[config.mk]
export PLATFORM = sky130hd
export DESIGN_NAME = spectro_readout_seq
export DESIGN_NICKNAME = d
export VERILOG_FILES = /design/src/rtl/spectro_readout_seq.sv
export SDC_FILE = /design/constraint.sdc
export NUM_CORES = 1
export LEC_CHECK = 0
export ABC_AREA = 1
export BUFFER_PORTS_ARGS = -buffer_cell sky130_fd_sc_hd__buf_2
export CAP_MARGIN = 40
export CORE_MARGIN = 5
export CORE_UTILIZATION = 35
export DETAILED_ROUTE_END_ITERATION = 7
export PLACE_DENSITY = 0.62
export SYNTH_ARGS = -nofsm -noshare
export SYNTH_HDL_FRONTEND = slang
export SYNTH_SLANG_ARGS = --single-unit
[constraint.sdc]
create_clock -name clk -period 3.26 [get_ports clk]
set_input_delay 0.326 -clock clk [delete_from_list [all_inputs] [get_ports clk]]
set_output_delay 0.326 -clock clk [all_outputs]
set_load 0.1 [all_outputs]
[src/rtl/spectro_readout_seq.sv]
// rtl/spectro_readout_seq.sv - ping-pong acquisition memory readout sequencer
//
// Turns each acoustic event into one serial frame: the RTC timestamp (MSB
// first) followed by every stored word of each bank the event filled.
// A 2-entry job queue sits between the bank-write pulses and the serialiser;
// the serial link uses valid/ready backpressure.
//
// Optional build macro: READOUT_PARITY_EN
//   defined     - each memory word is followed by one even-parity bit
//   not defined - each memory word is exactly WORD_W bits
//
// Ports:
//   clk, reset            rising-edge clock, synchronous active-high reset
//   bank_full, acq_done   1-cycle pulses from the bank-write logic
//   last_addr             last word index written (valid with acq_done)
//   timestamp             free-running RTC value
//   rd_en, rd_addr        memory read strobe and {bank, word index}
//   rd_data               memory data, valid one cycle after rd_en
//   ser_data, ser_valid   serial bit stream (MSB first) and its valid
//   ser_ready             downstream accepts a bit when valid & ready
//   frame_start           high on the first timestamp bit
//   frame_end             high on the last bit of the frame
//   busy                  sequencer active or jobs pending
//   overflow              sticky: a job was dropped on a full queue
//   state                 current state encoding

module spectro_readout_seq #(
  parameter int TS_W   = 30,
  parameter int WORD_W = 8,
  parameter int DEPTH  = 200,
  parameter int ADDR_W = 8
) (
  input  logic              clk,
  input  logic              reset,
  input  logic              bank_full,
  input  logic              acq_done,
  input  logic [ADDR_W-1:0] last_addr,
  input  logic [TS_W-1:0]   timestamp,
  output logic              rd_en,
  output logic [ADDR_W:0]   rd_addr,
  input  logic [WORD_W-1:0] rd_data,
  output logic              ser_data,
  output logic              ser_valid,
  input  logic              ser_ready,
  output logic              frame_start,
  output logic              frame_end,
  output logic              busy,
  output logic              overflow,
  output logic [2:0]        state
);

`ifdef READOUT_PARITY_EN
  localparam int WBITS = WORD_W + 1;
`else
  localparam int WBITS = WORD_W;
`endif

  // One shift register serves both the timestamp and the memory words;
  // contents are left-aligned so the MSB is always the bit on the wire.
  localparam int SH_W  = (TS_W > WBITS) ? TS_W : WBITS;
  localparam int CNT_W = (SH_W > 1) ? $clog2(SH_W) : 1;

  localparam logic [CNT_W-1:0]  TS_LAST = CNT_W'(TS_W - 1);
  localparam logic [CNT_W-1:0]  WD_LAST = CNT_W'(WBITS - 1);
  localparam logic [ADDR_W-1:0] MAX_IDX = ADDR_W'(DEPTH - 1);

  typedef enum logic [2:0] {
    S_IDLE   = 3'd0,
    S_TS     = 3'd1,
    S_RDREQ  = 3'd2,
    S_RDWAIT = 3'd3,
    S_WORD   = 3'd4,
    S_NEXT   = 3'd5
  } state_t;

  state_t cur_state, nxt_state;

  // Job queue: entry 0 is always the head. Jobs store the last word index
  // rather than a length so the field stays ADDR_W bits wide.
  logic              q_bank [2];
  logic [ADDR_W-1:0] q_lidx [2];
  logic              q_last [2];
  logic [1:0]        q_cnt;
  logic              wb;

  logic [SH_W-1:0]   sh;
  logic [CNT_W-1:0]  cnt;
  logic [ADDR_W-1:0] idx;

  logic              hs;
  logic              bit_done;
  logic              last_word;
  logic              pop;
  logic              push;
  logic              push_ok;
  logic [1:0]        wr_slot;
  logic [ADDR_W-1:0] new_lidx;
  logic [SH_W-1:0]   ts_al;
  logic [SH_W-1:0]   word_al;
  logic [WBITS-1:0]  word_bits;

  assign hs        = ser_valid & ser_ready;
  assign bit_done  = hs && (cnt == '0);
  assign last_word = (idx == q_lidx[0]);
  assign pop       = (cur_state == S_WORD) && bit_done && last_word;

  // bank_full always means a whole bank, even when acq_done coincides.
  assign push     = bank_full | acq_done;
  assign new_lidx = (acq_done && !bank_full)
                    ? ((last_addr > MAX_IDX) ? MAX_IDX : last_addr)
                    : MAX_IDX;

  // A pop on the same edge frees the slot a push would otherwise lack.
  assign wr_slot = 2'(q_cnt - {1'b0, pop});
  assign push_ok = push && (wr_slot != 2'd2);

`ifdef READOUT_PARITY_EN
  assign word_bits = {rd_data, ^rd_data};
`else
  assign word_bits = rd_data;
`endif

  assign ts_al   = SH_W'(timestamp) << (SH_W - TS_W);
  assign word_al = SH_W'(word_bits) << (SH_W - WBITS);

  // State register
  always_ff @(posedge clk) begin
    if (reset) begin
      cur_state <= S_IDLE;
    end else begin
      cur_state <= nxt_state;
    end
  end

  // Next-state logic
  always_comb begin
    nxt_state = cur_state;
    case (cur_state)
      S_IDLE:   if (q_cnt != 2'd0) nxt_state = S_TS;
      S_TS:     if (bit_done) nxt_state = S_RDREQ;
      S_RDREQ:  nxt_state = S_RDWAIT;
      S_RDWAIT: nxt_state = S_WORD;
      S_WORD: begin
        if (bit_done) begin
          if (!last_word)     nxt_state = S_RDREQ;
          else if (q_last[0]) nxt_state = S_IDLE;
          else                nxt_state = S_NEXT;
        end
      end
      S_NEXT:   if (q_cnt != 2'd0) nxt_state = S_RDREQ;
      default:  nxt_state = S_IDLE;
    endcase
  end

  // Outputs
  always_comb begin
    ser_valid   = 1'b0;
    rd_en       = 1'b0;
    rd_addr     = '0;
    frame_start = 1'b0;
    frame_end   = 1'b0;
    case (cur_state)
      S_TS: begin
        ser_valid   = 1'b1;
        frame_start = (cnt == TS_LAST);
      end
      S_RDREQ: begin
        rd_en   = 1'b1;
        rd_addr = {q_bank[0], idx};
      end
      S_WORD: begin
        ser_valid = 1'b1;
        frame_end = (cnt == '0) && last_word && q_last[0];
      end
      default: ;
    endcase
  end

  assign ser_data = ser_valid & sh[SH_W-1];
  assign busy     = (cur_state != S_IDLE) || (q_cnt != 2'd0);
  assign state    = cur_state;

  // Job queue, write-bank pointer and overflow flag
  always_ff @(posedge clk) begin
    if (reset) begin
      q_cnt    <= 2'd0;
      wb       <= 1'b0;
      overflow <= 1'b0;
      for (int i = 0; i < 2; i++) begin
        q_bank[i] <= 1'b0;
        q_lidx[i] <= '0;
        q_last[i] <= 1'b0;
      end
    end else begin
      if (push) wb <= ~wb;
      if (pop) begin
        q_bank[0] <= q_bank[1];
        q_lidx[0] <= q_lidx[1];
        q_last[0] <= q_last[1];
      end
      // Placed after the pop shift so a push into slot 0 wins.
      if (push_ok) begin
        q_bank[wr_slot[0]] <= wb;
        q_lidx[wr_slot[0]] <= new_lidx;
        q_last[wr_slot[0]] <= acq_done;
      end
      if (push && !push_ok) overflow <= 1'b1;
      q_cnt <= 2'(wr_slot + {1'b0, push_ok});
    end
  end

  // Shift register, bit counter and word index
  always_ff @(posedge clk) begin
    if (reset) begin
      sh  <= '0;
      cnt <= '0;
      idx <= '0;
    end else begin
      case (cur_state)
        S_IDLE: begin
          if (q_cnt != 2'd0) begin
            sh  <= ts_al;
            cnt <= TS_LAST;
          end
        end
        S_TS: begin
          if (hs) begin
            if (cnt == '0) begin
              idx <= '0;
            end else begin
              sh  <= sh << 1;
              cnt <= cnt - 1'b1;
            end
          end
        end
        S_RDWAIT: begin
          sh  <= word_al;
          cnt <= WD_LAST;
        end
        S_WORD: begin
          if (hs) begin
            if (cnt == '0) begin
              if (!last_word) idx <= idx + 1'b1;
            end else begin
              sh  <= sh << 1;
              cnt <= cnt - 1'b1;
            end
          end
        end
        S_NEXT: begin
          if (q_cnt != 2'd0) idx <= '0;
        end
        default: ;
      endcase
    end
  end

endmodule

==> impl_metrics.toml <==
[placed_design]
numPortBuffers = 69
pre_cts_slack_ns = 0.2280
gp_congestion = 0.8111
hpwl_um = 6587
dpl_cell_area_um2 = 4242

[final_layout]
area_growth_pct = 19.34
finish.utilization_pct = 42.77
n_antenna_cell = 0
fin_nets = 629
layout-drive-gt1-share_pct = 21.70
finalInstanceArea_um2 = 4415

[sta]
min_period_ns = 2.983
relSlewSlack_pct = 60.72
drv_slew = 0
worst_pin_slew_ns = 0.5883
worst_slack_ns = 0.2765
fin_tns_setup_ns = 0
rsz0062_at_grt = "false"
final-hold-violation-count = 0
fin_skew_ns = 0.008003
whs_ns = 0.2596
fin_crit_sh_pct = 91.52
clock.fmax_mhz = 335.2
setup_viol = 0

[clocking]
h-tree-depth = 3
cts_buffer_depth = 2
clk_latency_ns = 0.34
cts-root-buf = "clkbuf_8"
path_clk_slew_ns = 0.07
tritoncts = "yes"
ctsHoldBuffers = 0
cts_sinks = 70
numCtsBuffers = 9

[floorplanning]
io_pins = 70
die_area_um2 = 12730
start_util_pct = 35.84
core_area_um2 = 10320
placement_rows = 37
die_height_um = 112.8
die_x_um = 112.8

[grt]
antenna_found_initial = 0
grt_start_max_net_pins = 37
grt_pass1_vias = 3281
overflow = 0
grt_pass1_wl_um = 15500
grt_use_total_pct = 14.99

[route]
drtAntennaViolNets = 0
remaining_drc_errors = 0
first_iter_violations = 198
wl_per_cell_um = 13.13
drt_pre_antenna_iters = 4
drt_wl_total_um = 9352
viasPerCell = 4.817
dr_total_vias = 3430

[yosys]
ys_ff_latch = 70
netlist_area_um2 = 3700
synth_nets = 565
synth_top_area_share_pct = 27.05
yosys-top-cells-area = "dfxtp_1 (27%), edfxtp_1 (16%), nand2_1 (10%), nor2_1 (9.0%), a22o_1 (5.0%)"
synth_top_area_cell = "dfxtp_1"
synth_seq_area_share_pct = 43.29
yosysWarnings = 0
synth.avg_cell_area_um2 = 7.283
synthDistinctLibCells = 31
syn_inst = 508

[critical_path]
path_class = "register to register"
required_ns = 3.31
path_max_fanout = 11
reg2reg_slack_ns = 0.28
worstSetupStartpointType = "register"
max_stage_delay_ns = 0.40
critPathMostFrequentCell = "nand2_1"
cp_slowest_cell = "dfxtp_1"
cp-end-kind = "register"
cp.arrival_ns = 3.03
path_cells = "inv_1 > nand2_1 > nand2_1 > nor2_1 > nand2_1 > nor2_2 > nand2_4 > nor2_4 > ha_1 > nand2_1 > inv_1 > nor2_1 > nand2_1 > nor2_1 > nor2_2 > o21ai_0 > buf_4"

[power_and_ir_drop]
peakVddDrop_mv = 0.5015
powerDensity_nw_per_um2 = 818.6
p_leak_nw = 2.003

[min_path]
hold_path_class = "primary input to register"

[outcome]
status = "finished clean"

[run]
drv_cap = 0
synth_stat cells:
cell type / n
a211oi_1: 2
a21oi_1: 28
a21oi_2: 1
a22o_1: 21
and2_1: 1
buf_1: 2
buf_2: 7
buf_4: 3
buf_6: 1
clkbuf_1: 9
clkinv_1: 1
dfxtp_1: 50
edfxtp_1: 20
ha_1: 6
inv_1: 48
inv_2: 5
nand2_1: 103
nand2_2: 4
nand2_4: 2
nand3_1: 33
nand3_4: 1
nand4_1: 10
nor2_1: 89
nor2_2: 1
nor2_4: 2
nor3_1: 8
nor3b_1: 2
o21ai_0: 13
o21ai_1: 28
or2_2: 3
xor2_1: 4
power breakdown:
part           total, W  leakage (nW)  switching, W  internal [W]
registers       0.00135         0.624      0.000177       0.00117
logic           0.00163          1.29       0.00115      0.000485
clock network  0.000633        0.0893      0.000320      0.000312
total           0.00361          2.00       0.00164       0.00197
sequential cells by signal (all words and copies together), names as in the netlist:
name      cells
wb            1
sh           30
idx           8
q_lidx       16
q_cnt         2
state         3
q_last        2
cnt           5
overflow      1
q_bank        2
final timing paths:
kind,start,depth (start not counted),to
worst max-delay path,idx[1],17,q_bank[0]
worst min-delay path,timestamp[0],3,sh[0]
worst min register to register,wb,1,wb
worst max register to register,idx[1],17,q_bank[0]
metal layers:
| layer | up-vias | routed length (um) | global-route usage, % |
|---|---|---|---|
| li1 | 1799 | - | - |
| met3 | 10 | 484 | 3.690 |
| met1 | 1548 | 4457 | 19.70 |
| met2 | 73 | 4270 | 23.74 |
| met5 | - | 0 | 0 |
| met4 | 0 | 141 | 5.849 |
layout by cell type, fill, tap and decap left out, types with 6 or more instances in the layout:
cell,count
nand3_1,33
nor2_4,10
nand4_1,10
nand2_1,102
dfxtp_1,47
buf_4,6
edfxtp_1,20
clkbuf_8,11
inv_1,48
o21ai_1,28
o21ai_0,13
a21oi_1,28
ha_1,6
buf_2,69
a22o_1,21
nor2_1,79
layout make-up:
cell class	count	area (um2)
Clock inverter	2	10.01
Sequential cell	70	1608
Tap cell	136	170.2
Inverter	54	203.9
Clock buffer	13	158.9
Multi-Input combinational cell	362	1874
Timing Repair Buffer	75	390.4
Fill cell	1058	5908
logic make-up after synthesis:
logic type	share of synthesized area [%]
buffers and inverters	8.454
flip-flops	43.29
AO/OA/AOI/OAI	14.95
AND/OR/NAND/NOR	30.33
adder cells (fa/ha/maj)	2.029
XOR/XNOR	0.9468
what timing repair did:
item | in CTS | in global routing
gates resized for setup | 0 | 2
setup endpoints to repair | 0 | 20
buffers inserted | 0 | 0
critical path: cells and delay by family (launching register included):
family | cells | cell delay (ns)
adders and majority gates | 1 | 0.32
and+or+nand+nor | 12 | 1.48
buffers and inverters | 3 | 0.37
AOI/OAI and AO/OA | 1 | 0.11
DFF | 1 | 0.40
through the flow:
stage                     cells  total power [W]
after detailed placement    697         0.003016
after floorplan             508         0.002699
after global routing        712         0.003917
final                       712         0.003615
after CTS                   712         0.003659
after global placement      697         0.002992
(Power assumes the default switching activity.)
